[src/rtl/axi_lite_reg_bank_if.sv]
// rtl/axi_lite_reg_bank_if.sv - AXI4-Lite write/read channel bundle for the register bank
interface axi_lite_reg_bank_if #(
    parameter int ADDR_W = 8
);
    logic [ADDR_W-1:0] awaddr;
    logic              awvalid;
    logic              awready;
    logic [31:0]       wdata;
    logic [3:0]        wstrb;
    logic              wvalid;
    logic              wready;
    logic [1:0]        bresp;
    logic              bvalid;
    logic              bready;
    logic [ADDR_W-1:0] araddr;
    logic              arvalid;
    logic              arready;
    logic [31:0]       rdata;
    logic [1:0]        rresp;
    logic              rvalid;
    logic              rready;

    modport master (
        output awaddr, awvalid, wdata, wstrb, wvalid, bready, araddr, arvalid, rready,
        input  awready, wready, bresp, bvalid, arready, rdata, rresp, rvalid
    );

    modport slave (
        input  awaddr, awvalid, wdata, wstrb, wvalid, bready, araddr, arvalid, rready,
        output awready, wready, bresp, bvalid, arready, rdata, rresp, rvalid
    );
endinterface

[src/rtl/axi_lite_reg_bank.sv]
// rtl/axi_lite_reg_bank.sv - AXI4-Lite bank of R/W control registers and read-only status words
module axi_lite_reg_bank #(
    parameter int          NUM_CTRL = 4,
    parameter int          NUM_STAT = 4,
    parameter int          ADDR_W   = 8,
    parameter logic [31:0] CTRL_RST = 32'h0
) (
    input  logic                     s_axi_aclk,
    input  logic                     s_axi_aresetn,
    axi_lite_reg_bank_if.slave       s_axi,
    output logic [32*NUM_CTRL-1:0]   ctrl_out,
    output logic [NUM_CTRL-1:0]      ctrl_wr_pulse,
    input  logic [32*NUM_STAT-1:0]   stat_in,
    output logic [NUM_STAT-1:0]      stat_rd_pulse
);
    localparam int          IDX_W       = ADDR_W - 2;
    localparam logic [1:0]  RESP_OKAY   = 2'b00;
    localparam logic [1:0]  RESP_SLVERR = 2'b10;

    typedef enum logic [1:0] {W_IDLE, W_COMMIT, W_RESP} w_state_t;
    typedef enum logic       {R_IDLE, R_DATA} r_state_t;

    w_state_t          w_state_q, w_state_d;
    logic              aw_held_q, aw_held_d, w_held_q, w_held_d;
    logic [IDX_W-1:0]  widx_q, widx_d;
    logic [31:0]       wdata_q, wdata_d;
    logic [3:0]        wstrb_q, wstrb_d;
    logic              awready_q, awready_d, wready_q, wready_d;
    logic              bvalid_q, bvalid_d;
    logic [1:0]        bresp_q, bresp_d;
    logic [31:0]       ctrl_q [NUM_CTRL];
    logic [31:0]       ctrl_d [NUM_CTRL];

    r_state_t          r_state_q, r_state_d;
    logic              arready_q, arready_d, rvalid_q, rvalid_d;
    logic [31:0]       rdata_q, rdata_d;
    logic [1:0]        rresp_q, rresp_d;
    logic [NUM_STAT-1:0] spulse_q, spulse_d;

    logic [31:0]       widx_u, ridx_u;
    logic              unused_addr_bits;

    assign widx_u           = 32'(widx_q);
    assign ridx_u           = 32'(s_axi.araddr[ADDR_W-1:2]);
    assign unused_addr_bits = ^{s_axi.awaddr[1:0], s_axi.araddr[1:0]};

    // Write path: AW and W are captured independently, then committed together.
    always_comb begin
        w_state_d     = w_state_q;
        aw_held_d     = aw_held_q;
        w_held_d      = w_held_q;
        widx_d        = widx_q;
        wdata_d       = wdata_q;
        wstrb_d       = wstrb_q;
        bvalid_d      = bvalid_q;
        bresp_d       = bresp_q;
        ctrl_d        = ctrl_q;
        ctrl_wr_pulse = '0;
        unique case (w_state_q)
            W_IDLE: begin
                if (s_axi.awvalid && awready_q) begin
                    aw_held_d = 1'b1;
                    widx_d    = s_axi.awaddr[ADDR_W-1:2];
                end
                if (s_axi.wvalid && wready_q) begin
                    w_held_d = 1'b1;
                    wdata_d  = s_axi.wdata;
                    wstrb_d  = s_axi.wstrb;
                end
                if (aw_held_d && w_held_d) begin
                    w_state_d = W_COMMIT;
                end
            end
            W_COMMIT: begin
                aw_held_d = 1'b0;
                w_held_d  = 1'b0;
                bvalid_d  = 1'b1;
                bresp_d   = RESP_SLVERR;
                for (int i = 0; i < NUM_CTRL; i++) begin
                    if (widx_u == i) begin
                        bresp_d          = RESP_OKAY;
                        ctrl_wr_pulse[i] = 1'b1;
                        for (int b = 0; b < 4; b++) begin
                            if (wstrb_q[b]) begin
                                ctrl_d[i][8*b +: 8] = wdata_q[8*b +: 8];
                            end
                        end
                    end
                end
                w_state_d = W_RESP;
            end
            W_RESP: begin
                if (s_axi.bready) begin
                    bvalid_d  = 1'b0;
                    w_state_d = W_IDLE;
                end
            end
            default: w_state_d = W_IDLE;
        endcase
        awready_d = (w_state_d == W_IDLE) && !aw_held_d;
        wready_d  = (w_state_d == W_IDLE) && !w_held_d;
    end

    // Read path: the status pulse lives only for the first rvalid cycle.
    always_comb begin
        r_state_d = r_state_q;
        rvalid_d  = rvalid_q;
        rdata_d   = rdata_q;
        rresp_d   = rresp_q;
        spulse_d  = '0;
        unique case (r_state_q)
            R_IDLE: begin
                if (s_axi.arvalid && arready_q) begin
                    rvalid_d  = 1'b1;
                    r_state_d = R_DATA;
                    rdata_d   = 32'hDEAD_BEEF;
                    rresp_d   = RESP_SLVERR;
                    for (int i = 0; i < NUM_CTRL; i++) begin
                        if (ridx_u == i) begin
                            rdata_d = ctrl_q[i];
                            rresp_d = RESP_OKAY;
                        end
                    end
                    for (int j = 0; j < NUM_STAT; j++) begin
                        if (ridx_u == NUM_CTRL + j) begin
                            rdata_d     = stat_in[32*j +: 32];
                            rresp_d     = RESP_OKAY;
                            spulse_d[j] = 1'b1;
                        end
                    end
                end
            end
            R_DATA: begin
                if (s_axi.rready) begin
                    rvalid_d  = 1'b0;
                    r_state_d = R_IDLE;
                end
            end
            default: r_state_d = R_IDLE;
        endcase
        arready_d = (r_state_d == R_IDLE);
    end

    always_ff @(posedge s_axi_aclk or negedge s_axi_aresetn) begin
        if (!s_axi_aresetn) begin
            w_state_q <= W_IDLE;
            aw_held_q <= 1'b0;
            w_held_q  <= 1'b0;
            widx_q    <= '0;
            wdata_q   <= '0;
            wstrb_q   <= '0;
            awready_q <= 1'b0;
            wready_q  <= 1'b0;
            bvalid_q  <= 1'b0;
            bresp_q   <= RESP_OKAY;
            for (int i = 0; i < NUM_CTRL; i++) begin
                ctrl_q[i] <= CTRL_RST;
            end
            r_state_q <= R_IDLE;
            arready_q <= 1'b0;
            rvalid_q  <= 1'b0;
            rdata_q   <= '0;
            rresp_q   <= RESP_OKAY;
            spulse_q  <= '0;
        end else begin
            w_state_q <= w_state_d;
            aw_held_q <= aw_held_d;
            w_held_q  <= w_held_d;
            widx_q    <= widx_d;
            wdata_q   <= wdata_d;
            wstrb_q   <= wstrb_d;
            awready_q <= awready_d;
            wready_q  <= wready_d;
            bvalid_q  <= bvalid_d;
            bresp_q   <= bresp_d;
            ctrl_q    <= ctrl_d;
            r_state_q <= r_state_d;
            arready_q <= arready_d;
            rvalid_q  <= rvalid_d;
            rdata_q   <= rdata_d;
            rresp_q   <= rresp_d;
            spulse_q  <= spulse_d;
        end
    end

    for (genvar g = 0; g < NUM_CTRL; g++) begin : g_ctrl_out
        assign ctrl_out[32*g +: 32] = ctrl_q[g];
    end

    assign s_axi.awready = awready_q;
    assign s_axi.wready  = wready_q;
    assign s_axi.bvalid  = bvalid_q;
    assign s_axi.bresp   = bresp_q;
    assign s_axi.arready = arready_q;
    assign s_axi.rvalid  = rvalid_q;
    assign s_axi.rdata   = rdata_q;
    assign s_axi.rresp   = rresp_q;
    assign stat_rd_pulse = spulse_q;
endmodule

[src/flat_wrapper.sv]
// flat-port wrapper written by rule: the top's interface ports become plain ports
module axi_lite_reg_bank_flat 
#(
    parameter int          NUM_CTRL = 4,
    parameter int          NUM_STAT = 4,
    parameter int          ADDR_W   = 8,
    parameter logic [31:0] CTRL_RST = 32'h0
)
  (s_axi_aclk, s_axi_aresetn, ctrl_out, ctrl_wr_pulse, stat_in, stat_rd_pulse, s_axi_awaddr, s_axi_awvalid, s_axi_wdata, s_axi_wstrb, s_axi_wvalid, s_axi_bready, s_axi_araddr, s_axi_arvalid, s_axi_rready, s_axi_awready, s_axi_wready, s_axi_bresp, s_axi_bvalid, s_axi_arready, s_axi_rdata, s_axi_rresp, s_axi_rvalid);
  axi_lite_reg_bank_if #(.ADDR_W(ADDR_W)) s_axi_i ();
  input  logic s_axi_aclk;
  input  logic s_axi_aresetn;
  output logic [32*NUM_CTRL-1:0] ctrl_out;
  output logic [NUM_CTRL-1:0] ctrl_wr_pulse;
  input  logic [32*NUM_STAT-1:0] stat_in;
  output logic [NUM_STAT-1:0] stat_rd_pulse;
  input wire logic [$bits(s_axi_i.awaddr)-1:0] s_axi_awaddr;
  input wire logic [$bits(s_axi_i.awvalid)-1:0] s_axi_awvalid;
  input wire logic [$bits(s_axi_i.wdata)-1:0] s_axi_wdata;
  input wire logic [$bits(s_axi_i.wstrb)-1:0] s_axi_wstrb;
  input wire logic [$bits(s_axi_i.wvalid)-1:0] s_axi_wvalid;
  input wire logic [$bits(s_axi_i.bready)-1:0] s_axi_bready;
  input wire logic [$bits(s_axi_i.araddr)-1:0] s_axi_araddr;
  input wire logic [$bits(s_axi_i.arvalid)-1:0] s_axi_arvalid;
  input wire logic [$bits(s_axi_i.rready)-1:0] s_axi_rready;
  output wire logic [$bits(s_axi_i.awready)-1:0] s_axi_awready;
  output wire logic [$bits(s_axi_i.wready)-1:0] s_axi_wready;
  output wire logic [$bits(s_axi_i.bresp)-1:0] s_axi_bresp;
  output wire logic [$bits(s_axi_i.bvalid)-1:0] s_axi_bvalid;
  output wire logic [$bits(s_axi_i.arready)-1:0] s_axi_arready;
  output wire logic [$bits(s_axi_i.rdata)-1:0] s_axi_rdata;
  output wire logic [$bits(s_axi_i.rresp)-1:0] s_axi_rresp;
  output wire logic [$bits(s_axi_i.rvalid)-1:0] s_axi_rvalid;
  assign s_axi_i.awaddr = s_axi_awaddr;
  assign s_axi_i.awvalid = s_axi_awvalid;
  assign s_axi_i.wdata = s_axi_wdata;
  assign s_axi_i.wstrb = s_axi_wstrb;
  assign s_axi_i.wvalid = s_axi_wvalid;
  assign s_axi_i.bready = s_axi_bready;
  assign s_axi_i.araddr = s_axi_araddr;
  assign s_axi_i.arvalid = s_axi_arvalid;
  assign s_axi_i.rready = s_axi_rready;
  assign s_axi_awready = s_axi_i.awready;
  assign s_axi_wready = s_axi_i.wready;
  assign s_axi_bresp = s_axi_i.bresp;
  assign s_axi_bvalid = s_axi_i.bvalid;
  assign s_axi_arready = s_axi_i.arready;
  assign s_axi_rdata = s_axi_i.rdata;
  assign s_axi_rresp = s_axi_i.rresp;
  assign s_axi_rvalid = s_axi_i.rvalid;
  axi_lite_reg_bank #(.NUM_CTRL(NUM_CTRL), .NUM_STAT(NUM_STAT), .ADDR_W(ADDR_W), .CTRL_RST(CTRL_RST)) u_core (.s_axi_aclk(s_axi_aclk), .s_axi_aresetn(s_axi_aresetn), .s_axi(s_axi_i), .ctrl_out(ctrl_out), .ctrl_wr_pulse(ctrl_wr_pulse), .stat_in(stat_in), .stat_rd_pulse(stat_rd_pulse));
endmodule
[config.mk]
export PLATFORM = sky130hd
export DESIGN_NAME = axi_lite_reg_bank_flat
export DESIGN_NICKNAME = d
export VERILOG_FILES = /design/src/rtl/axi_lite_reg_bank_if.sv /design/src/rtl/axi_lite_reg_bank.sv /design/src/flat_wrapper.sv
export SDC_FILE = /design/constraint.sdc
export NUM_CORES = 1
export LEC_CHECK = 0
export BUFFER_PORTS_ARGS = -buffer_cell sky130_fd_sc_hd__buf_2
export CAP_MARGIN = 20
export CORE_MARGIN = 5
export CORE_UTILIZATION = 45
export CTS_CLUSTER_SIZE = 30
export DETAILED_ROUTE_END_ITERATION = 8
export HOLD_SLACK_MARGIN = 0.02
export PLACE_DENSITY = 0.82
export SLEW_MARGIN = 20
export SYNTH_ARGS = -nofsm -noshare
export SYNTH_HDL_FRONTEND = slang
export SYNTH_SLANG_ARGS = --single-unit
[constraint.sdc]
create_clock -name s_axi_aclk -period 2.1 [get_ports s_axi_aclk]
set_input_delay 0.315 -clock s_axi_aclk [delete_from_list [all_inputs] [get_ports s_axi_aclk]]
set_output_delay 0.315 -clock s_axi_aclk [all_outputs]
set_load 0.05 [all_outputs]
; ---- Word level (Yosys, flattened, before mapping)
; Index checks and enable logic that the tools add are counted.
[word_totals]
wordCells = 131
register_bits = 220
inputBits = 187
[classes]
eq_ne = 15
n_reduce_logical = 34
mux = 48
bitwise_logic = 2
[op_table]
columns = cell, n
row1 = two-way mux 32 bit, 8
row2 = zero test 32 bit, 2
row3 = AND reduction 3 bit, 16
row4 = two-way mux 2 bit, 14
row5 = "== test 6 x 2 -> 1 bit, second input constant", 4
row6 = "== test 6 x 3 -> 1 bit, second input constant", 4
row7 = two-way mux 1 bit, 17
row8 = "== test 6 x 1 -> 1 bit, second input constant", 2
row9 = two-way mux 4 bit, 3
row10 = one-hot mux 1 bit (2 select lines), 5
row11 = AND reduction 2 bit, 5
row12 = logical AND 1 bit, 6
row13 = one-hot mux 2 bit (3 select lines), 1
row14 = zero test 2 bit, 2
row15 = "!= test 2 bit, second input constant", 2
row16 = "== test 2 x 1 -> 1 bit, second input constant", 1
row17 = "== test 2 bit, second input constant", 1
row18 = zero test 1 bit, 2
row19 = "!= test 2 x 1 -> 1 bit, second input constant", 1
row20 = NOT 1 bit, 2
row21 = nonzero test 2 bit, 1

; ---- Longest topological paths before layout
; Gate-level depths: netlist (run 1).
[depth]
depth_word = 9
mapped_depth = 7

; ---- Least setup slack after synthesis (run 1)
; No wires, ideal clock.
[synth_timing]
path_kind = register to register
startpoint = reg u_core.widx_q[3]
endpoint = reg u_core.ctrl_q (netlist bit u_core.ctrl_out[100])
path_buffers = 1
stages_incl_launch_ff = 6
arrival_ns = 2.484
setup_time_ns = 0.125
slack_ns = -0.509
period_less_slack_ns = 2.609
cell_sequence = dfrtp_1 or4_1 buf_2 nor3_2 nand2_2 mux2_2
[synth_between]
elab_chain_cells = 2
[synth_lines]
columns = item, line
row1 = from (decl), axi_lite_reg_bank.sv:25  ; logic [IDX_W-1:0] widx_q, widx_d;
row2 = from (signal assigned), axi_lite_reg_bank.sv:169  ; widx_q <= widx_d;
row3 = == test 6 x 2 -> 1 bit, axi_lite_reg_bank.sv:80  ; if (widx_u == i) begin
row4 = AND reduction 3 bit (no source line), -
row5 = to (signal assigned), axi_lite_reg_bank.sv:176  ; ctrl_q <= ctrl_d;
row6 = to (decl), axi_lite_reg_bank.sv:31  ; logic [31:0] ctrl_q [NUM_CTRL];
; No other way between the ends.
; A chain may end at the register's enable or synchronous reset.

; ---- Final worst setup path (run 1)
[layout_timing]
startpoint = reg u_core.widx_q[4]
endpoint = out ctrl_wr_pulse[1]
[layout_between]
elab_chain_cells = 3
[layout_lines]
columns = item, line
row1 = == test 6 x 1 -> 1 bit, axi_lite_reg_bank.sv:80
row2 = two-way mux 1 bit, axi_lite_reg_bank.sv:80
row3 = two-way mux 4 bit, axi_lite_reg_bank.sv:59  ; unique case (w_state_q)
row4 = to (decl), flat_wrapper.sv:14  ; output logic [NUM_CTRL-1:0] ctrl_wr_pulse;
; No other way between the ends.

==> results of run 1 <==
## synth_stat cells, types with 2 or more instances
master    number  area (um2)
buf_1          8        30.0
nor4_4         2        42.5
nor4b_1        2        17.5
nand3_1        2        10.0
mux4_2        31         698
a22oi_1        2        15.0
clkbuf_1      39         146
a31oi_1       21         131
or4_1         21         158
a21oi_1       15        75.1
mux2i_1       14         140
o211ai_1       2        15.0
nand2_1       22        82.6
dfrtp_1      218        5460
o22ai_1        5        31.3
a211oi_1       2        15.0
nor2_1        15        56.3
nand2b_1       7        43.8
nor4_1         2        12.5
nor3_1         9        45.0
buf_2          5        25.0
o221ai_1      22         193
mux2_1         6        67.6
buf_4          2        15.0
and2_1         2        12.5
a32oi_1        5        43.8
inv_1          4        15.0
a221oi_1       5        43.8
o21ai_0       44         220
mux2_2       184        2070
a22o_1         3        26.3
nand2_2        8        50.1
## metrics by stage
stage	setup WS (ns)	hold slack (ns)	cell area [um2]	total power, W	TNS, ns
after floorplan	-0.432	0.0194	10200	0.0120	-42.24
after global placement	-0.0420	0.266	12700	0.0141	-0.271
after detailed placement	-0.0983	0.268	12700	0.0144	-2.81
after CTS	-0.330	0.0209	13700	0.0187	-8.16
after global routing	-0.374	0.0210	13800	0.0195	-8.55
final	-0.299	0.0383	13800	0.0187	-4.16
## sequential cells by signal, indices dropped and copies added, names as in the netlist
name                  flops
u_core.ctrl_out         128
u_core.s_axi.rdata       32
u_core.wdata_q           32
u_core.widx_q             6
u_core.stat_rd_pulse      4
u_core.wstrb_q            4
u_core.w_state_q          2
u_core.aw_held_q          1
u_core.r_state_q          1
u_core.s_axi.arready      1
u_core.s_axi.awready      1
u_core.s_axi.bresp        1
u_core.s_axi.bvalid       1
u_core.s_axi.rresp        1
u_core.s_axi.rvalid       1
u_core.s_axi.wready       1
u_core.w_held_q           1
## where the power goes
part	leakage (nW)	switching (W)	internal, W
sequential	2.81	0.00138	0.00557
combinational	3.72	0.00510	0.00243
clock	0.402	0.00167	0.00255
total	6.94	0.00815	0.0105
## layout make-up
type | instances | area, um2
diodes | 4 | 10.0
clock buffers | 37 | 741
clock inverters | 7 | 63.8
fillers | 1779 | 8670
inverters | 5 | 18.8
multi-input cells | 471 | 4650
flip-flops and latches | 218 | 5460
well taps | 285 | 357
repair buffers | 417 | 2470
## per-layer routing
metal / vias up / global-route usage / wire (um)
li1: 3649 / - / -
met1: 4189 / 0.338 / 13200
met2: 493 / 0.432 / 16700
met3: 98 / 0.0743 / 3240
met4: 6 / 0.114 / 1640
met5: - / 0 / 41
## critical path, delay by kind of cell (launching register included)
family                 cells  cell delay (ns)
flip-flops                 1             0.38
AND/OR/NAND/NOR            2             0.92
buffers and inverters      2             0.28
## cells by family after synthesis
group / Yosys count
compound gates: 134
buf+inv: 59
flops: 218
mux: 235
other cells: 1
simple gates: 100
## repair_timing
| item | 4_1_cts | 5_1_grt |
|---|---|---|
| endpoints found under the hold margin | 52 | 0 |
| gates resized for setup | 20 | 18 |
| pin swaps | 2 | 4 |
| hold buffers | 6 | 0 |
| endpoints found under the setup margin | 89 | 124 |
| setup buffers | 3 | 2 |
## worst max path at each step
stage	start	endpoint	slack [ns]
floorplan	u_core.widx_q[3]	u_core.ctrl_out[55]	-0.43
CTS	u_core.widx_q[3]	ctrl_wr_pulse[1]	-0.33
global placement	u_core.widx_q[3]	u_core.ctrl_out[65]	-0.04
global route	u_core.widx_q[4]	ctrl_wr_pulse[1]	-0.37
finish	u_core.widx_q[4]	ctrl_wr_pulse[1]	-0.30
detailed placement	u_core.widx_q[3]	u_core.ctrl_out[65]	-0.1
==> impl_metrics.env, run 1 <==
export IMPL_drv_slew=0
export IMPL_whs_path_depth=2
export IMPL_grt_max_degree=55
export IMPL_dpl_hpwl_mm=25.9
export IMPL_num_rows=55
export IMPL_synth_xor_area_frac=0
export IMPL_die_area_um2=25700
export IMPL_hp_class="input pin to register"
export IMPL_required_ns=1.78
export IMPL_avgSynthCellArea_um2=13.6
export IMPL_numPortBuffers=357
export IMPL_yosys_mux_area_fraction=0.293
export IMPL_cap_violations=0
export IMPL_grtUsageTotal=0.267
export IMPL_reg2reg_from="u_core.widx_q[4]"
export IMPL_grt_pass1_wl_mm=53.5
export IMPL_yosysWarnings=0
export IMPL_critical_path_max_stage_delay_ns=0.60
export IMPL_yosysSeqAreaShare=0.537
export IMPL_setup_violations_final=49
export IMPL_p_leak_nw=6.94
export IMPL_synth_ff_type="dfrtp_1"
export IMPL_fin_ws_ns=-0.299
export IMPL_core_area_um2=22400
export IMPL_fin_worst_skew_ns=0.0129
export IMPL_hold_start="s_axi_wdata[6]"
export IMPL_rsz0062_at_grt="true"
export IMPL_synthSimpleGateAreaFrac=0.0600
export IMPL_crit_fanout=4
export IMPL_area_growth_pct=35.6
export IMPL_reg2reg_to="u_core.ctrl_out[55]"
export IMPL_end_kind="output port"
export IMPL_fin_util=0.614
export IMPL_ys_types=50
export IMPL_grt_overflow=0
export IMPL_final_cell_mix="buf_2 (351), dfrtp_1 (218), mux2_2 (180)"
export IMPL_gp_congestion=0.937
export IMPL_dr_first_iter_drc_count=687
export IMPL_p_per_area_nw_per_um2=1360
export IMPL_start_util=0.453
export IMPL_status="complete, but fails checks"
export IMPL_max_slew_margin=0.639
export IMPL_final_common_cell="buf_2"
export IMPL_via_per_inst=5.84
export IMPL_critPathLaunchType="register"
export IMPL_cp_slowest_cell="or4_4"
export IMPL_clk_path_buf_depth=3
export IMPL_synth_enable_flop_cells=0
export IMPL_clkLatencyLatePin_ns=0.51
export IMPL_antenna_found_initial=7
export IMPL_cts_buffers=24
export IMPL_critPathArrivalTime_ns=2.08
export IMPL_fin_crit_sh=1.14
export IMPL_syn_cell_area_um2=10200
export IMPL_dp_cells=1388
export IMPL_nets=1324
export IMPL_drt_wl_total_mm=34.8
export IMPL_path_cells="or4_4 > nor4b_4 > buf_6 > buf_8"
export IMPL_async_flop_share=1.00
export IMPL_vias=8435
export IMPL_violations="setup timing"
export IMPL_final_cells=1444
export IMPL_cts_sinks=218
export IMPL_layout_drive_gt1_share=0.600
export IMPL_synth_top_family_by_area="multiplexers"
export IMPL_worstMarginPinSlew_ns=0.542
export IMPL_route_antenna_remaining_nets=0
export IMPL_drcViolationCount=0
export IMPL_yosys_area_share_adder=0
export IMPL_grt_pass1_vias=8891
export IMPL_r2r_setup_slack_ns=-0.14
export IMPL_htree_num_levels=1
export IMPL_drtPass1Iterations=5
export IMPL_ir_drop_mv=1.04
export IMPL_holdPathEnd="u_core.wdata_q[6]"
export IMPL_ios=364
export IMPL_ys_seq_elements=218
export IMPL_cts_tree="done"
export IMPL_synthCells=747
export IMPL_clk_pin_slew_ns=0.06
export IMPL_finalHoldViolations=0
export IMPL_r2r_cells=6
export IMPL_period_minus_slack_ns=2.40
export IMPL_wire_per_inst_um=24.1
export IMPL_critical_path_class="register to output port"
export IMPL_synth_compound_area_share=0.0859
export IMPL_die_x_um=160
export IMPL_die_height_um=160
export IMPL_max_freq_ghz=0.417
export IMPL_cts_root_buf="clkbuf_16"
Power figures use the tool's default switching activity.
==> run 2: changes to the inputs <==
--- a/config.mk
+++ b/config.mk
@@ -13,6 +13,7 @@
 export DETAILED_ROUTE_END_ITERATION = 8
 export HOLD_SLACK_MARGIN = 0.02
 export PLACE_DENSITY = 0.82
+export SETUP_SLACK_MARGIN = 0.4
 export SLEW_MARGIN = 20
 export SYNTH_ARGS = -nofsm -noshare
 export SYNTH_HDL_FRONTEND = slang
==> run 2 against run 1 <==
  * The run still ends with setup timing left
  * Sequential power barely moved
  * Combinational power rose by 5.8%
  * Total power rose by 1.2%
  * Sequential cell count did not move
  * Final cell count rose by 1.2%
  * Utilization rose by 2.4 points
  * Clock power fell by 5.7%
  * Maximum frequency fell by 0.71%
  * Non-clock buffer count rose by 21
  * Clock skew fell by 0.0052 ns
==> impl_metrics.env, run 2 (same netlist as run 1, synthesis figures left out) <==
export IMPL_htree_num_levels=1
export IMPL_via_per_inst=5.84
export IMPL_grt_pass1_wl_mm=54.7
export IMPL_path_cells="or4_4 > buf_6 > nor4b_4 > buf_6 > buf_8"
export IMPL_place_ws_ns=-0.0466
export IMPL_critPathArrivalTime_ns=2.10
export IMPL_required_ns=1.78
export IMPL_drtPass1Iterations=5
export IMPL_core_area_um2=22400
export IMPL_area_growth_pct=41.0
export IMPL_crit_fanout=5
export IMPL_drcViolationCount=0
export IMPL_violations="setup timing"
export IMPL_vias=8532
export IMPL_dpl_hpwl_mm=25.5
export IMPL_grtUsageTotal=0.272
export IMPL_fillCellCount=1681
export IMPL_fin_crit_sh=1.15
export IMPL_max_slew_margin=0.608
export IMPL_die_height_um=160
export IMPL_whs_path_depth=2
export IMPL_fin_area_um2=14300
export IMPL_rsz0062_at_grt="true"
export IMPL_ios=364
export IMPL_route_antenna_remaining_nets=0
export IMPL_die_x_um=160
export IMPL_grt_pass1_vias=9180
export IMPL_status="complete, but fails checks"
export IMPL_antenna_found_initial=6
export IMPL_cts_buffers=24
export IMPL_cpMostUsedCell="buf_6"
export IMPL_end_kind="output port"
export IMPL_layout_drive_gt1_share=0.620
export IMPL_fin_worst_skew_ns=0.00765
export IMPL_met2WireLength_mm=18.3
export IMPL_clk_path_buf_depth=3
export IMPL_top_layer_used="met5"
export IMPL_die_area_um2=25700
export IMPL_drv_slew=0
export IMPL_wl_met3_mm=3.19
export IMPL_final_cell_mix="buf_2 (351), dfrtp_1 (216), mux2_2 (148)"
export IMPL_cts_tree="done"
export IMPL_power_w=0.0189
export IMPL_largest_reg_flops=128
export IMPL_critical_path_max_stage_delay_ns=0.53
export IMPL_critPathLaunchType="register"
export IMPL_finalHoldViolations=0
export IMPL_final_common_cell="buf_2"
export IMPL_timing_hold_ws_ns=0.0376
export IMPL_p_per_area_nw_per_um2=1320
export IMPL_cts_root_buf="clkbuf_16"
export IMPL_place_area_um2=12800
export IMPL_r2r_cells=11
export IMPL_m1WireLength_mm=13.9
export IMPL_cap_violations=0
export IMPL_nets=1345
export IMPL_ir_drop_mv=0.954
export IMPL_clkLatencyLatePin_ns=0.51
export IMPL_num_rows=55
export IMPL_setup_violations_final=132
export IMPL_max_freq_ghz=0.414
export IMPL_cts_sinks=218
export IMPL_worstMarginPinSlew_ns=0.588
export IMPL_start_util=0.453
export IMPL_clk_pin_slew_ns=0.06
export IMPL_numPortBuffers=357
export IMPL_grt_overflow=0
export IMPL_gp_congestion=0.858
export IMPL_hp_class="input pin to register"
export IMPL_dr_first_iter_drc_count=551
export IMPL_cp_slowest_cell="or4_4"
export IMPL_fin_ws_ns=-0.316
export IMPL_period_minus_slack_ns=2.42
export IMPL_grt_max_degree=59
export IMPL_wire_per_inst_um=25.2
export IMPL_drt_wl_total_mm=36.8
export IMPL_critical_path_class="register to output port"
export IMPL_p_leak_nw=7.19
[run 2: changes by cell type in the layout (fill, tap and decap cells not counted), moves of 4 or more]
cell	change
buf_4	-6
or4_4	+5
o21ai_1	+10
clkbuf_16	+4
buf_12	+8
mux2_4	+31
o21ai_2	+4
buf_6	+14
nand2_8	+4
or4_1	-5
o21ai_0	-14
mux2_2	-32
[run 2: area by class of cell]
| cell class | instances | area [um2] | area share |
|---|---|---|---|
| multi-input combinational | 471 | 4880 | 0.341 |
| clock buffer | 35 | 703 | 0.0491 |
| timing repair buffer | 438 | 2860 | 0.200 |
| sequential | 218 | 5460 | 0.381 |
| inverter | 5 | 18.8 | 0.00131 |
| antenna | 4 | 10.0 | 0.000699 |
| clock inverter | 6 | 32.5 | 0.00227 |
| tap | 285 | 357 | 0.0249 |
[run 2: path summary, 6_finish.rpt]
check	start	to	slack, ns
worst min register to register	u_core.s_axi.rdata[14]	u_core.s_axi.rdata[14]	0.50
max in group asynchronous	s_axi_aresetn	u_core.ctrl_out[14]	1.02
min in group asynchronous	s_axi_aresetn	u_core.wdata_q[13]	0.36
worst min-delay path	s_axi_wdata[15]	u_core.wdata_q[15]	0.04
worst max register to register	u_core.widx_q[3]	u_core.ctrl_out[82]	-0.28
worst max-delay path	u_core.widx_q[3]	ctrl_wr_pulse[1]	-0.32
[run 2: worst max-delay path, delay by kind of cell (launching register included)]
| kind | cells | cell delay [ns] |
|---|---|---|
| flip-flops | 1 | 0.38 |
| AND/OR/NAND/NOR | 2 | 0.77 |
| buffers and inverters | 3 | 0.44 |
[run 2: timing repair]
action	in CTS	in global routing
endpoints found under the hold margin	59	0
gates resized for setup	73	47
hold buffers	7	0
cloned	0	4
pin swaps	0	14
setup endpoints to repair	132	170
buffers inserted	8	9
[run 2: metal layers]
layer,vias to the layer above,GRT usage
li1,3694,-
met1,4282,0.337
met2,462,0.460
met3,90,0.0705
met4,4,0.106
met5,-,0
[run 2: power by group]
| group | total [W] | internal (W) | switching (W) |
|---|---|---|---|
| registers | 0.00698 | 0.00558 | 0.00140 |
| clock network | 0.00397 | 0.00231 | 0.00166 |
| logic | 0.00797 | 0.00271 | 0.00526 |
[run 2: stage by stage]
| stage | setup TNS [ns] | cells | utilization |
|---|---|---|---|
| after floorplan | -42.24 | 748 | - |
| after global placement | -0.398 | 1389 | 0.571 |
| after detailed placement | -0.683 | 1389 | 0.571 |
| after CTS | -8.56 | 1445 | 0.623 |
| after global routing | -27.06 | 1462 | 0.638 |
| final | -17.63 | 1462 | 0.638 |
==> run 3: changes to the inputs <==
--- a/config.mk
+++ b/config.mk
@@ -13,6 +13,7 @@
 export DETAILED_ROUTE_END_ITERATION = 8
 export HOLD_SLACK_MARGIN = 0.02
 export PLACE_DENSITY = 0.82
+export RECOVER_POWER = 50
 export SETUP_SLACK_MARGIN = 0.4
 export SLEW_MARGIN = 20
 export SYNTH_ARGS = -nofsm -noshare
==> run 3 against run 2 <==
  * The flow finishes with violations (capacitance limit, slew limit, setup timing)
  * Hold slack improved by 0.00089 ns
  * Clock skew increased by 0.0015 ns
  * Die area unchanged
  * Highest routed layer unchanged
==> impl_metrics.env, run 3 (same netlist as run 1, synthesis figures left out) <==
export IMPL_grt_met2_usage=0.460
export IMPL_hp_class="input pin to register"
export IMPL_core_area_um2=22400
export IMPL_met1_usage=0.337
export IMPL_antenna_found_initial=6
export IMPL_holdPathEnd="u_core.wdata_q[7]"
export IMPL_setup_violations_final=132
export IMPL_grt_max_degree=59
export IMPL_via_per_inst=5.82
export IMPL_final_cell_mix="buf_2 (351), dfrtp_1 (216), mux2_2 (148)"
export IMPL_r2r_setup_slack_ns=-0.28
export IMPL_drtPass1Iterations=6
export IMPL_wire_per_inst_um=25.2
export IMPL_drv_slew=57
export IMPL_numPortBuffers=357
export IMPL_top_usage_layer="met2"
export IMPL_gp_congestion=0.858
export IMPL_ios=364
export IMPL_reg2reg_to="u_core.ctrl_out[82]"
export IMPL_finalHoldViolations=0
export IMPL_fillCellCount=1690
export IMPL_critPathArrivalTime_ns=2.10
export IMPL_grt_overflow=0
export IMPL_whs_path_depth=2
export IMPL_reg2reg_from="u_core.widx_q[3]"
export IMPL_fin_ws_ns=-0.320
export IMPL_cts_sinks=218
export IMPL_dpl_hpwl_mm=25.5
export IMPL_p_comb_frac=0.421
export IMPL_p_per_area_nw_per_um2=1320
export IMPL_power_frac_clock=0.210
export IMPL_vias=8508
export IMPL_rsz0062_at_grt="true"
export IMPL_cap_violations=1
export IMPL_r2r_cells=11
export IMPL_nets=1345
export IMPL_p_switching_w=0.00833
export IMPL_status="complete, but fails checks"
export IMPL_fin_crit_sh=1.15
export IMPL_period_minus_slack_ns=2.42
export IMPL_drcViolationCount=0
export IMPL_cts_buffers=24
export IMPL_die_x_um=160
export IMPL_grt_pass1_vias=9180
export IMPL_power_w=0.0189
export IMPL_route_antenna_remaining_nets=0
export IMPL_drt_wl_total_mm=36.9
export IMPL_max_freq_ghz=0.413
export IMPL_die_area_um2=25700
export IMPL_final_common_cell="buf_2"
export IMPL_fin_worst_skew_ns=0.00914
export IMPL_dr_first_iter_drc_count=536
export IMPL_ir_drop_mv=0.951
export IMPL_max_slew_margin=-0.160
export IMPL_swShare=0.440
export IMPL_cts_root_buf="clkbuf_16"
export IMPL_start_util=0.453
export IMPL_p_leak_nw=7.18
export IMPL_pwr_share_seq=0.369
export IMPL_hold_start="s_axi_wdata[7]"
export IMPL_grtUsageTotal=0.272
export IMPL_num_rows=55
export IMPL_area_growth_pct=40.7
export IMPL_clk_pin_slew_ns=0.06
export IMPL_clk_path_buf_depth=3
export IMPL_layout_drive_gt1_share=0.618
export IMPL_critical_path_class="register to output port"
export IMPL_die_height_um=160
export IMPL_place_ws_ns=-0.0466
export IMPL_violations="capacitance limit, slew limit, setup timing"
export IMPL_internal_power_w=0.0106
export IMPL_end_kind="output port"
export IMPL_grt_pass1_wl_mm=54.7
export IMPL_clkLatencyLatePin_ns=0.51
export IMPL_critPathLaunchType="register"
export IMPL_worstMarginPinSlew_ns=1.74
export IMPL_largest_reg_flops=128
export IMPL_htree_num_levels=1
export IMPL_crit_fanout=5
export IMPL_use_met3=0.0705
export IMPL_cts_tree="done"
export IMPL_required_ns=1.78
## run 3: layout make-up
type | count | area [um2] | area share
Sequential cell | 218 | 5460 | 0.382
Clock buffer | 35 | 703 | 0.0492
Multi-Input combinational cell | 471 | 4870 | 0.341
Antenna cell | 5 | 12.5 | 0.000876
Inverter | 5 | 18.8 | 0.00131
Tap cell | 285 | 357 | 0.0250
Clock inverter | 6 | 32.5 | 0.00228
Timing Repair Buffer | 438 | 2840 | 0.198
## run 3: worst max path at each step
| stage | startpoint | end | depth (start not counted) |
|---|---|---|---|
| after floorplan | u_core.widx_q[3] | u_core.ctrl_out[55] | 5 |
| final | u_core.widx_q[3] | ctrl_wr_pulse[1] | 5 |
| after detailed placement | u_core.widx_q[3] | u_core.ctrl_out[79] | 7 |
| after CTS | u_core.widx_q[3] | ctrl_wr_pulse[1] | 5 |
| after global placement | u_core.widx_q[3] | u_core.ctrl_out[55] | 6 |
| after global routing | u_core.widx_q[3] | ctrl_wr_pulse[1] | 5 |
## run 3: stage by stage
step | hold slack [ns] | cells | utilization | TNS, ns | area [um2]
5_1_grt | 0.0274 | 1462 | 0.637 | -33.29 | 14300
6_report | 0.0385 | 1463 | 0.637 | -18.21 | 14300
3_3_place_gp | 0.299 | 1389 | 0.571 | -0.398 | 12800
3_5_place_dp | 0.305 | 1389 | 0.571 | -0.683 | 12800
2_1_floorplan | 0.0194 | 748 | - | -42.24 | 10300
4_1_cts | 0.0206 | 1445 | 0.623 | -8.56 | 14000
## run 3: critical path, cell delays in order (launching register included)
cell     delay, ns
dfrtp_1       0.38
or4_4         0.54
buf_6         0.15
nor4b_4       0.24
buf_6         0.15
buf_8         0.14
## run 3: what timing repair did
item | CTS | global route
hold buffers | 7 | 0
gates resized for setup | 73 | 47
buffers inserted | 8 | 9
cloned | 0 | 4
endpoints found under the hold margin | 59 | 0
endpoints found under the setup margin | 132 | 170
pin swaps | 0 | 14
## run 3: power by group through the flow
| stage | registers [W] | logic [W] | clock network [W] |
|---|---|---|---|
| after CTS | 0.00689 | 0.00766 | 0.00404 |
| after detailed placement | 0.00687 | 0.00752 | 0 |
| after global routing | 0.00718 | 0.00830 | 0.00420 |
| after floorplan | 0.00970 | 0.00233 | 0 |
| after global placement | 0.00676 | 0.00737 | 0 |
| final | 0.00698 | 0.00796 | 0.00398 |
## run 3: metal layers
layer	vias up	wire [um]
met5	-	21
met2	436	18300
met4	4	1320
met3	88	3040
met1	4281	14200
li1	3699	-
